## src/rtl/noc_addr_pkg.sv

```systemverilog
// ---------------------------------------------------------------------------
// noc_addr_pkg
// Shared definitions for the NoC master/slave return-path blocks.
//   ADDRESS_WIDTH_DEFAULT : default width of a NoC router address
//   cnt_width(n)          : bits needed to hold a count in the range 0..n
// ---------------------------------------------------------------------------
package noc_addr_pkg;

  localparam int ADDRESS_WIDTH_DEFAULT = 4;

  function automatic int cnt_width(input int n);
    return $clog2(n + 1);
  endfunction

endpackage

```

## src/rtl/reply_matcher_if.sv

```systemverilog
// ---------------------------------------------------------------------------
// reply_matcher_if
// Request/reply signal bundle of the reply matcher.
//   master : request issue (i_dst_in/i_valid_in), reply arrival
//            (r_src_in/r_valid_in) and timeout clear; observes status
//   slave  : the matcher; drives ready, result pulses, expected address,
//            timeout flag and outstanding count
// ---------------------------------------------------------------------------
interface reply_matcher_if
  import noc_addr_pkg::*;
#(
  parameter int ADDRESS_WIDTH   = ADDRESS_WIDTH_DEFAULT,
  parameter int MAX_OUTSTANDING = 12
);

  localparam int CW = cnt_width(MAX_OUTSTANDING);

  logic [ADDRESS_WIDTH-1:0] i_dst_in;
  logic                     i_valid_in;
  logic                     i_ready_out;
  logic [ADDRESS_WIDTH-1:0] r_src_in;
  logic                     r_valid_in;
  logic                     o_match_out;
  logic                     o_error_out;
  logic                     o_spurious_out;
  logic [ADDRESS_WIDTH-1:0] o_expected_out;
  logic                     o_timeout_out;
  logic                     i_clear_in;
  logic [CW-1:0]            o_outstanding_out;

  modport master (
    output i_dst_in, i_valid_in, r_src_in, r_valid_in, i_clear_in,
    input  i_ready_out, o_match_out, o_error_out, o_spurious_out,
           o_expected_out, o_timeout_out, o_outstanding_out
  );

  modport slave (
    input  i_dst_in, i_valid_in, r_src_in, r_valid_in, i_clear_in,
    output i_ready_out, o_match_out, o_error_out, o_spurious_out,
           o_expected_out, o_timeout_out, o_outstanding_out
  );

endinterface

```

## src/rtl/reply_matcher_fifo.sv

```systemverilog
// ---------------------------------------------------------------------------
// fifo_rm
// Count-based synchronous FIFO with binary pointers that wrap at DEPTH, so
// DEPTH need not be a power of two. Head is visible combinationally.
//   clk, rst_n : clock, asynchronous active-low reset (pointers and count)
//   push_i     : write wdata_i at the tail (caller guarantees not full)
//   pop_i      : drop the head entry (caller guarantees not empty)
//   wdata_i    : data to write
//   head_o     : current head entry
//   count_o    : number of stored entries
// ---------------------------------------------------------------------------
module fifo_rm
  import noc_addr_pkg::*;
#(
  parameter int WIDTH = ADDRESS_WIDTH_DEFAULT,
  parameter int DEPTH = 12
) (
  input  logic                        clk,
  input  logic                        rst_n,
  input  logic                        push_i,
  input  logic                        pop_i,
  input  logic [WIDTH-1:0]            wdata_i,
  output logic [WIDTH-1:0]            head_o,
  output logic [cnt_width(DEPTH)-1:0] count_o
);

  localparam int PW = $clog2(DEPTH);
  localparam int CW = cnt_width(DEPTH);

  logic [WIDTH-1:0] mem [DEPTH];
  logic [PW-1:0]    wptr_q, wptr_d;
  logic [PW-1:0]    rptr_q, rptr_d;
  logic [CW-1:0]    count_q, count_d;

  // Pointers advance modulo DEPTH; fullness is tracked by count alone.
  always_comb begin
    wptr_d  = wptr_q;
    rptr_d  = rptr_q;
    count_d = count_q;
    if (push_i) begin
      wptr_d = (wptr_q == PW'(DEPTH - 1)) ? '0 : wptr_q + PW'(1);
    end
    if (pop_i) begin
      rptr_d = (rptr_q == PW'(DEPTH - 1)) ? '0 : rptr_q + PW'(1);
    end
    case ({push_i, pop_i})
      2'b10:   count_d = count_q + CW'(1);
      2'b01:   count_d = count_q - CW'(1);
      default: count_d = count_q;
    endcase
  end

  always_ff @(posedge clk or negedge rst_n) begin
    if (!rst_n) begin
      wptr_q  <= '0;
      rptr_q  <= '0;
      count_q <= '0;
    end else begin
      wptr_q  <= wptr_d;
      rptr_q  <= rptr_d;
      count_q <= count_d;
    end
  end

  // Storage is deliberately left out of reset.
  always_ff @(posedge clk) begin
    if (push_i) begin
      mem[wptr_q] <= wdata_i;
    end
  end

  assign head_o  = mem[rptr_q];
  assign count_o = count_q;

endmodule

```

## src/rtl/reply_matcher.sv

```systemverilog
// ---------------------------------------------------------------------------
// reply_matcher
// Master-side checker: records the destination of every issued request in an
// in-order FIFO and compares each arriving reply source against the head.
//   clk  : rising-edge clock
//   rst  : asynchronous active-low reset
//   bus  : reply_matcher_if.slave -- request issue with ready back-pressure,
//          reply input, match/error/spurious pulses, captured expected
//          address, sticky timeout flag with clear, outstanding count
// ---------------------------------------------------------------------------
module reply_matcher
  import noc_addr_pkg::*;
#(
  parameter int ADDRESS_WIDTH   = ADDRESS_WIDTH_DEFAULT,
  parameter int MAX_OUTSTANDING = 12,
  parameter int TIMEOUT         = 255
) (
  input  logic           clk,
  input  logic           rst,
  reply_matcher_if.slave bus
);

  localparam int CW = cnt_width(MAX_OUTSTANDING);
  localparam int TW = cnt_width(TIMEOUT);

  logic [CW-1:0]            count;
  logic [ADDRESS_WIDTH-1:0] head;
  logic                     ready;
  logic                     push;
  logic                     pop;
  logic                     hasOut;

  logic                     match_q, match_d;
  logic                     error_q, error_d;
  logic                     spurious_q, spurious_d;
  logic [ADDRESS_WIDTH-1:0] expected_q, expected_d;
  logic                     timeout_q, timeout_d;
  logic [TW-1:0]            tcnt_q, tcnt_d;

  // Ready depends only on the registered count, so a pop in the same cycle
  // never makes room for a push.
  assign ready  = (count != CW'(MAX_OUTSTANDING));
  assign hasOut = (count != '0);
  assign push   = bus.i_valid_in & ready;
  assign pop    = bus.r_valid_in & hasOut;

  fifo_rm #(
    .WIDTH (ADDRESS_WIDTH),
    .DEPTH (MAX_OUTSTANDING)
  ) u_fifo (
    .clk     (clk),
    .rst_n   (rst),
    .push_i  (push),
    .pop_i   (pop),
    .wdata_i (bus.i_dst_in),
    .head_o  (head),
    .count_o (count)
  );

  // A reply with nothing outstanding is spurious even if a push lands in the
  // same cycle; otherwise the head is always popped to keep ordering intact.
  // The timeout counter restarts on every pop and idles at zero when empty.
  // A clear coinciding with a saturated counter also rewinds the counter so
  // the flag does not re-arm on the very next cycle.
  always_comb begin
    match_d    = pop & (head == bus.r_src_in);
    error_d    = pop & (head != bus.r_src_in);
    spurious_d = bus.r_valid_in & ~hasOut;
    expected_d = pop ? head : expected_q;

    tcnt_d = tcnt_q;
    if (!hasOut || pop) begin
      tcnt_d = '0;
    end else if (tcnt_q != TW'(TIMEOUT)) begin
      tcnt_d = tcnt_q + TW'(1);
    end

    timeout_d = timeout_q | (tcnt_q == TW'(TIMEOUT));
    if (bus.i_clear_in) begin
      timeout_d = 1'b0;
      if (tcnt_q == TW'(TIMEOUT)) begin
        tcnt_d = '0;
      end
    end
  end

  always_ff @(posedge clk or negedge rst) begin
    if (!rst) begin
      match_q    <= 1'b0;
      error_q    <= 1'b0;
      spurious_q <= 1'b0;
      expected_q <= '0;
      timeout_q  <= 1'b0;
      tcnt_q     <= '0;
    end else begin
      match_q    <= match_d;
      error_q    <= error_d;
      spurious_q <= spurious_d;
      expected_q <= expected_d;
      timeout_q  <= timeout_d;
      tcnt_q     <= tcnt_d;
    end
  end

  assign bus.i_ready_out       = ready;
  assign bus.o_match_out       = match_q;
  assign bus.o_error_out       = error_q;
  assign bus.o_spurious_out    = spurious_q;
  assign bus.o_expected_out    = expected_q;
  assign bus.o_timeout_out     = timeout_q;
  assign bus.o_outstanding_out = count;

endmodule

```

## src/flat_wrapper.sv

```systemverilog
// flat-port wrapper written by rule: the top's interface ports become plain ports
module reply_matcher_flat import noc_addr_pkg::*;
#(
  parameter int ADDRESS_WIDTH   = ADDRESS_WIDTH_DEFAULT,
  parameter int MAX_OUTSTANDING = 12,
  parameter int TIMEOUT         = 255
)
  (clk, rst, bus_i_dst_in, bus_i_valid_in, bus_r_src_in, bus_r_valid_in, bus_i_clear_in, bus_i_ready_out, bus_o_match_out, bus_o_error_out, bus_o_spurious_out, bus_o_expected_out, bus_o_timeout_out, bus_o_outstanding_out);
  reply_matcher_if #(.ADDRESS_WIDTH(ADDRESS_WIDTH), .MAX_OUTSTANDING(MAX_OUTSTANDING)) bus_i ();
  input  logic clk;
  input  logic rst;
  input wire logic [$bits(bus_i.i_dst_in)-1:0] bus_i_dst_in;
  input wire logic [$bits(bus_i.i_valid_in)-1:0] bus_i_valid_in;
  input wire logic [$bits(bus_i.r_src_in)-1:0] bus_r_src_in;
  input wire logic [$bits(bus_i.r_valid_in)-1:0] bus_r_valid_in;
  input wire logic [$bits(bus_i.i_clear_in)-1:0] bus_i_clear_in;
  output wire logic [$bits(bus_i.i_ready_out)-1:0] bus_i_ready_out;
  output wire logic [$bits(bus_i.o_match_out)-1:0] bus_o_match_out;
  output wire logic [$bits(bus_i.o_error_out)-1:0] bus_o_error_out;
  output wire logic [$bits(bus_i.o_spurious_out)-1:0] bus_o_spurious_out;
  output wire logic [$bits(bus_i.o_expected_out)-1:0] bus_o_expected_out;
  output wire logic [$bits(bus_i.o_timeout_out)-1:0] bus_o_timeout_out;
  output wire logic [$bits(bus_i.o_outstanding_out)-1:0] bus_o_outstanding_out;
  assign bus_i.i_dst_in = bus_i_dst_in;
  assign bus_i.i_valid_in = bus_i_valid_in;
  assign bus_i.r_src_in = bus_r_src_in;
  assign bus_i.r_valid_in = bus_r_valid_in;
  assign bus_i.i_clear_in = bus_i_clear_in;
  assign bus_i_ready_out = bus_i.i_ready_out;
  assign bus_o_match_out = bus_i.o_match_out;
  assign bus_o_error_out = bus_i.o_error_out;
  assign bus_o_spurious_out = bus_i.o_spurious_out;
  assign bus_o_expected_out = bus_i.o_expected_out;
  assign bus_o_timeout_out = bus_i.o_timeout_out;
  assign bus_o_outstanding_out = bus_i.o_outstanding_out;
  reply_matcher #(.ADDRESS_WIDTH(ADDRESS_WIDTH), .MAX_OUTSTANDING(MAX_OUTSTANDING), .TIMEOUT(TIMEOUT)) u_core (.clk(clk), .rst(rst), .bus(bus_i));
endmodule
```

## config.mk

```make
export PLATFORM = sky130hd
export DESIGN_NAME = reply_matcher_flat
export DESIGN_NICKNAME = d
export VERILOG_FILES = /design/src/rtl/noc_addr_pkg.sv /design/src/rtl/reply_matcher_if.sv /design/src/rtl/reply_matcher_fifo.sv /design/src/rtl/reply_matcher.sv /design/src/flat_wrapper.sv
export SDC_FILE = /design/constraint.sdc
export NUM_CORES = 1
export LEC_CHECK = 0
export ABC_AREA = 1
export BUFFER_PORTS_ARGS = -buffer_cell sky130_fd_sc_hd__buf_2
export CAP_MARGIN = 10
export CORE_MARGIN = 3
export CORE_UTILIZATION = 30
export CTS_CLUSTER_SIZE = 8
export DETAILED_ROUTE_END_ITERATION = 6
export REMOVE_ABC_BUFFERS = 1
export SLEW_MARGIN = 25
export SYNTH_ARGS = -nofsm -noshare
export SYNTH_HDL_FRONTEND = slang
export SYNTH_SLANG_ARGS = --single-unit
```

## constraint.sdc

```tcl
create_clock -name clk -period 2.42 [get_ports clk]
set_input_delay 0.242 -clock clk [delete_from_list [all_inputs] [get_ports clk]]
set_output_delay 0.242 -clock clk [all_outputs]
set_load 0.01 [all_outputs]
```

======== Word level (Yosys, flattened, before mapping) ========
Memory sizes are Yosys's and may differ from the RTL's.
Index checks and enable logic that the tools add are counted.
operators by class
  muxes and demuxes ....................... 10
  equal/unequal tests ..................... 9
  reduce and logical (&&, ||, !) cells .... 4
  bitwise gates (word level) .............. 7
  $add $sub $neg .......................... 5
operator list
  kind                                                                    count
  8-bit 2-to-1 mux                                                        4
  4-bit by 1-bit adder with 4-bit output (second input constant)          3
  8-bit by 1-bit adder with 8-bit output (second input constant)          1
  4-bit equality test (second input constant)                             2
  8-bit equality test (second input constant)                             1
  4-bit 2-to-1 mux                                                        2
  8-bit != test (second input constant)                                   1
  4-bit one-hot mux with 2 select lines                                   1
  1-bit AND                                                               5
  4-bit equality test                                                     1
  4-bit != test                                                           1
  4-bit != test (second input constant)                                   1
  4-bit nonzero test                                                      1
  4-bit by 1-bit subtractor with 4-bit output (second input constant)     1
  1-bit 2-to-1 mux                                                        3
  2-bit by 1-bit equality test with 1-bit output (second input constant)  1
  2-bit equality test (second input constant)                             1
  2-bit nonzero test                                                      1
  1-bit logical NOT                                                       1
  1-bit logical OR                                                        1
  1-bit NOT                                                               1
  1-bit OR                                                                1
storage, ports and cells
  input bits .............................. 13
  bits in writable memories ............... 48
  flip-flop bits (word level) ............. 28
  output and inout port bits .............. 13
  memories ................................ 1
memories
  name               words  bits a word  read ports  clocked after Yosys merged registers in  write ports  RTL line                  source
  u_core.u_fifo.mem  12     4            1           0                                        1            reply_matcher_fifo.sv:30  logic [WIDTH-1:0] mem [DEPTH];

======== Logic depth before layout (Yosys ltp) ========
  word-level depth ........................ 6
  gate-level depth with buffers ........... 15

======== Modules after synthesis ========
Synthesis repeated with hierarchy kept, for this count alone.
second synthesis, totals
  cells, all modules ...................... 346
  area, all modules ....................... 3513.4 um^2
by module, submodules not included
  module         area each (um^2)  seq. area each (um^2)  instances  cells an instance
  fifo_rm        2675.1            1741.7                 1          243
  reply_matcher  838.3             400.4                  1          103

======== Worst setup path after synthesis ========
Ideal clock, no wire load.
  path kind ............................... register to register
  start point ............................. register u_core.u_fifo.count_q[1] (netlist: u_core.u_fifo.count_o[1])
  end point ............................... register u_core.u_fifo.count_q[2] (netlist: u_core.u_fifo.count_o[2])
  arrival ................................. 2.103 ns
  path slack .............................. 0.188 ns
  stages on the path, launching flop included .. 13
  clock period less this slack ............ 2.232 ns
  library setup time ...................... 0.128 ns
  cell sequence ........................... dfrtp_1 > nor2_1 > nand3_1 > nand2_1 > buf_1 > ha_1 > nand2_1 > inv_1 > nor2_1 > ha_1 > a21oi_1 > xnor2_1 > o21ai_0
on the way
  longest elaborated chain between the ends .. 4
  elaborated cells on any way between the ends .. 10
  those cells by class .................... 2 x add/sub; 3 x eq/ne; 1 x mux; 2 x bitwise; 2 x reduce/logical
RTL lines
  element                                                                                RTL line                  source
  start: declaration                                                                     reply_matcher_fifo.sv:33  logic [CW-1:0] count_q, count_d;
  start signal: assignment                                                               reply_matcher_fifo.sv:61  count_q <= count_d;
  4-bit != test *                                                                        reply_matcher.sv:42       assign ready = (count != CW'(MAX_OUTSTANDING));
  net bus_i_ready_out                                                                    flat_wrapper.sv:17        output wire logic [$bits(bus_i.i_ready_out)-1:0] bus_i_ready_out;
  1-bit AND *                                                                            reply_matcher.sv:44       assign push = bus.i_valid_in & ready;
  2-bit by 1-bit equality test with 1-bit output or 2-bit equality test (tied branches)  reply_matcher_fifo.sv:46  case ({push_i, pop_i})
  4-bit one-hot mux with 2 select lines or 2-bit nonzero test (tied branches)            n/a
The timed path passes the listed nets; every way through them passes the cells marked *.
A chain may end at the register's enable or synchronous reset.

======== Worst setup path in the final report ========
  start point ............................. register u_core.u_fifo.count_q[1] (netlist: u_core.u_fifo.count_o[1])
  end point ............................... register u_core.u_fifo.count_q[3] (netlist: u_core.u_fifo.count_o[3])
on the way
  longest elaborated chain between the ends .. 4
  elaborated cells on any way between the ends .. 10
  those cells by class .................... 2 x add/sub; 3 x eq/ne; 1 x mux; 2 x bitwise; 2 x reduce/logical
RTL lines
  element                                                                                RTL line
  4-bit != test or 4-bit nonzero test (tied branches)                                    reply_matcher.sv:42, reply_matcher.sv:43
  1-bit AND, on equally long branches                                                    reply_matcher.sv:44, reply_matcher.sv:45
  2-bit by 1-bit equality test with 1-bit output or 2-bit equality test (tied branches)  reply_matcher_fifo.sv:46
  4-bit one-hot mux with 2 select lines or 2-bit nonzero test (tied branches)            n/a
Several ways; a longest one is shown, not always the timed one.

==> results_dict.tcl <==
set metrics [dict create \
    status "complete, no violations" \
    rows 39 \
    path_cells "nor2_1, nand3_1, inv_1, nor2_1, ha_1, nand2_1, inv_1, nor2_1, nand3b_1, o31ai_1, o211ai_1, xor2_1" \
    routedWlPerCell_um 13.2 \
    overflow 0 \
    skew_ps 5.48 \
    cp_data_required_time_ps 2640 \
    crit_top_cell "nor2_1" \
    cp.arrival_ps 2260 \
    max_freq_mhz 490 \
    netlist.area_leader.share 0.398 \
    p_leak_uw 0.00190 \
    dieArea_um2 13400 \
    cts-resized-gates 0 \
    dr.pass1.iters 4 \
    p_int_uw 3140 \
    drv_slew 0 \
    use_met1 0.150 \
    power_switching_uw 1740 \
    hold_ws_ps 68.5 \
    met2_usage 0.198 \
    post_cts_buffers 0 \
    dr_total_vias 2488 \
    ys_ff_latch 76 \
    worst_slew_pin_slew_ps 768 \
    synth.avg_cell_area_um2 9.49 \
    antenna_found_initial 0 \
    peakVddDrop_mv 0.350 \
    layout_commonest_cell "nand2_1" \
    syn_inst 381 \
    synth_top_area_cell "edfxtp_1" \
    finalSetupViolCount 0 \
    clk_pin_slew_worst_paths_ps 60 \
    routed_via_density 4.45 \
    grt_use_met3 0.0209 \
    numCtsBuffers 9 \
    critPathMaxFanout 6 \
    die_h_um 116 \
    cpPeakStageDelay_ps 440 \
    crit_type "register to register" \
    final_cell_mix "nand2_1, inv_1, edfxtp_1" \
    cp_slowest_cell "dfrtp_1" \
    drive_above_1_share 0.125 \
    cp_top_family "simple AND/OR/NAND/NOR gates" \
    rsz0062_at_grt "false" \
    diodes 0 \
    hpwl_um 5200 \
    cts-hold-fix-buffers 1 \
    grt_pass1_wl_um 12300 \
    drv_cap 0 \
    relSlewSlack 0.484 \
    p_comb_frac 0.327 \
    htree_levels 3 \
    grt_use_total 0.120 \
    drt_iter0_markers 191 \
    initial_core_util 0.311 \
    min_period_ps 2040 \
    end_kind "register" \
    critPathBufInv 2 \
    period_share 0.844 \
    grt_pass1_vias 2533 \
    netlist_area_um2 3620 \
    yosysSeqAreaShare 0.592 \
    cts_tree "yes" \
    finalHoldViolations 0 \
    swShare 0.356 \
    ant_nets 0 \
    die_x_um 116 \
    seqPwrFrac 0.375 \
    final_nets 433 \
    ioPinCount 26 \
    power.density_nw_per_um2 1160 \
    coreArea_um2 11600 \
    wirelength_um 7390 \
    clockBufferDepth 2 \
    setup-tns-final_ps 0 \
    grt-busiest-layer "met2" \
    grt_max_degree 30 \
    cts_root_buf "clkbuf_16" \
    yosys_warnings 0 \
    startpoint_type "register" \
    port_buffers 25 \
    ys_types 32 \
    place_congestion 0.814 \
    ys_top_cells_by_area "edfxtp_1, dfrtp_1, nand2_1" \
    min_path_type "input port to register" \
    syn2layout_area_growth_pct 16.2 \
    cts.sinks 76 \
    insertion_delay_ps 340 \
    p_clk_frac 0.298 \
    drc_errors 0 \
]
-- power by group through the flow --
stage	clock (uW)	combinational (uW)	sequential, uW
global placement	0	1560	1840
finish	1460	1600	1830
CTS	1480	1620	1830
detailed placement	0	1610	1850
global route	1520	1870	1870
floorplan	0	1060	1890
-- final timing paths --
| check | startpoint | end | slack (ps) | cells after the start |
|---|---|---|---|---|
| max | u_core.u_fifo.count_o[1]$_DFFE_PN0P_ | u_core.u_fifo.count_o[3]$_DFFE_PN0P_ | 380 | 12 |
| min | bus_i_clear_in | u_core.bus.o_timeout_out$_DFF_PN0_ | 70 | 2 |
| max reg2reg | u_core.u_fifo.count_o[1]$_DFFE_PN0P_ | u_core.u_fifo.count_o[3]$_DFFE_PN0P_ | 380 | 12 |
| min reg2reg | u_core.bus.o_timeout_out$_DFF_PN0_ | u_core.bus.o_timeout_out$_DFF_PN0_ | 510 | 2 |
| max in group asynchronous | rst | u_core.u_fifo.wptr_q[3]$_DFFE_PN0P_ | 1510 | 2 |
| min in group asynchronous | rst | u_core.bus.o_timeout_out$_DFF_PN0_ | 490 | 2 |
-- layer usage --
layer | wire [um] | vias up
met4 | 138 | 0
met1 | 3490 | 1150
li1 | - | 1299
met3 | 234 | 11
met2 | 3530 | 28
met5 | 0 | -
-- synth_stat cells (all sizes together) --
library cell and number:
xor2 3, o211ai 2, edfxtp 48, nand3 35
buf 9, clkbuf 1, a21oi 7, a31oi 3
nor3 12, xnor2 5, nor3b 1, o21ai 23
nor2 42, dfrtp 28, ha 9, inv 60
or2 1, nand3b 2, nand2 88, o31ai 1
o22ai 1
-- through the flow --
stage	cells	total power (uW)	instance area (um^2)	worst slack (ps)	utilization
finish	559	4880	4200	379	0.362
floorplan	371	2960	3540	288	-
global route	559	5260	4200	196	0.362
detailed placement	542	3460	3860	422	0.333
global placement	542	3400	3860	587	0.333
CTS	559	4930	4200	408	0.362
-- worst register-to-register path, stage by stage, from the launching register on --
cell,delay [ps]
dfrtp_1,440
nor2_1,180
nand3_1,120
inv_1,90
nor2_1,60
ha_1,230
nand2_1,70
inv_1,50
nor2_1,140
nand3b_1,140
o31ai_1,110
o211ai_1,140
xor2_1,160
-- registers in the layout (all words and copies together), names as in the netlist --
name,cells
u_core.bus.o_error_out,1
u_core.tcnt_q,8
u_core.u_fifo.mem,48
u_core.bus.o_expected_out,4
u_core.bus.o_timeout_out,1
u_core.u_fifo.wptr_q,4
u_core.u_fifo.count_o,4
u_core.bus.o_spurious_out,1
u_core.u_fifo.rptr_q,4
u_core.bus.o_match_out,1
-- kinds of logic (layout without fill, tap and decap cells) --
logic type      Yosys count  after routing  share of synthesized area
simple gates            181            181                      0.211
flops                    76             76                      0.592
buf+inv                  70            105                     0.0858
compound gates           37             37                     0.0602
fa+ha+maj                 9              9                     0.0311
xor+xnor                  8              8                     0.0194
-- layout make-up --
class                      count  area, um^2
clock buffer                  12         256
clock inverter                 4        71.3
fill                        1146        7410
inverter                      60         230
multi-input combinational    235        1160
sequential                    76        2140
tap                          143         179
timing repair buffer          29         158
Power figures use the tool's default switching activity.
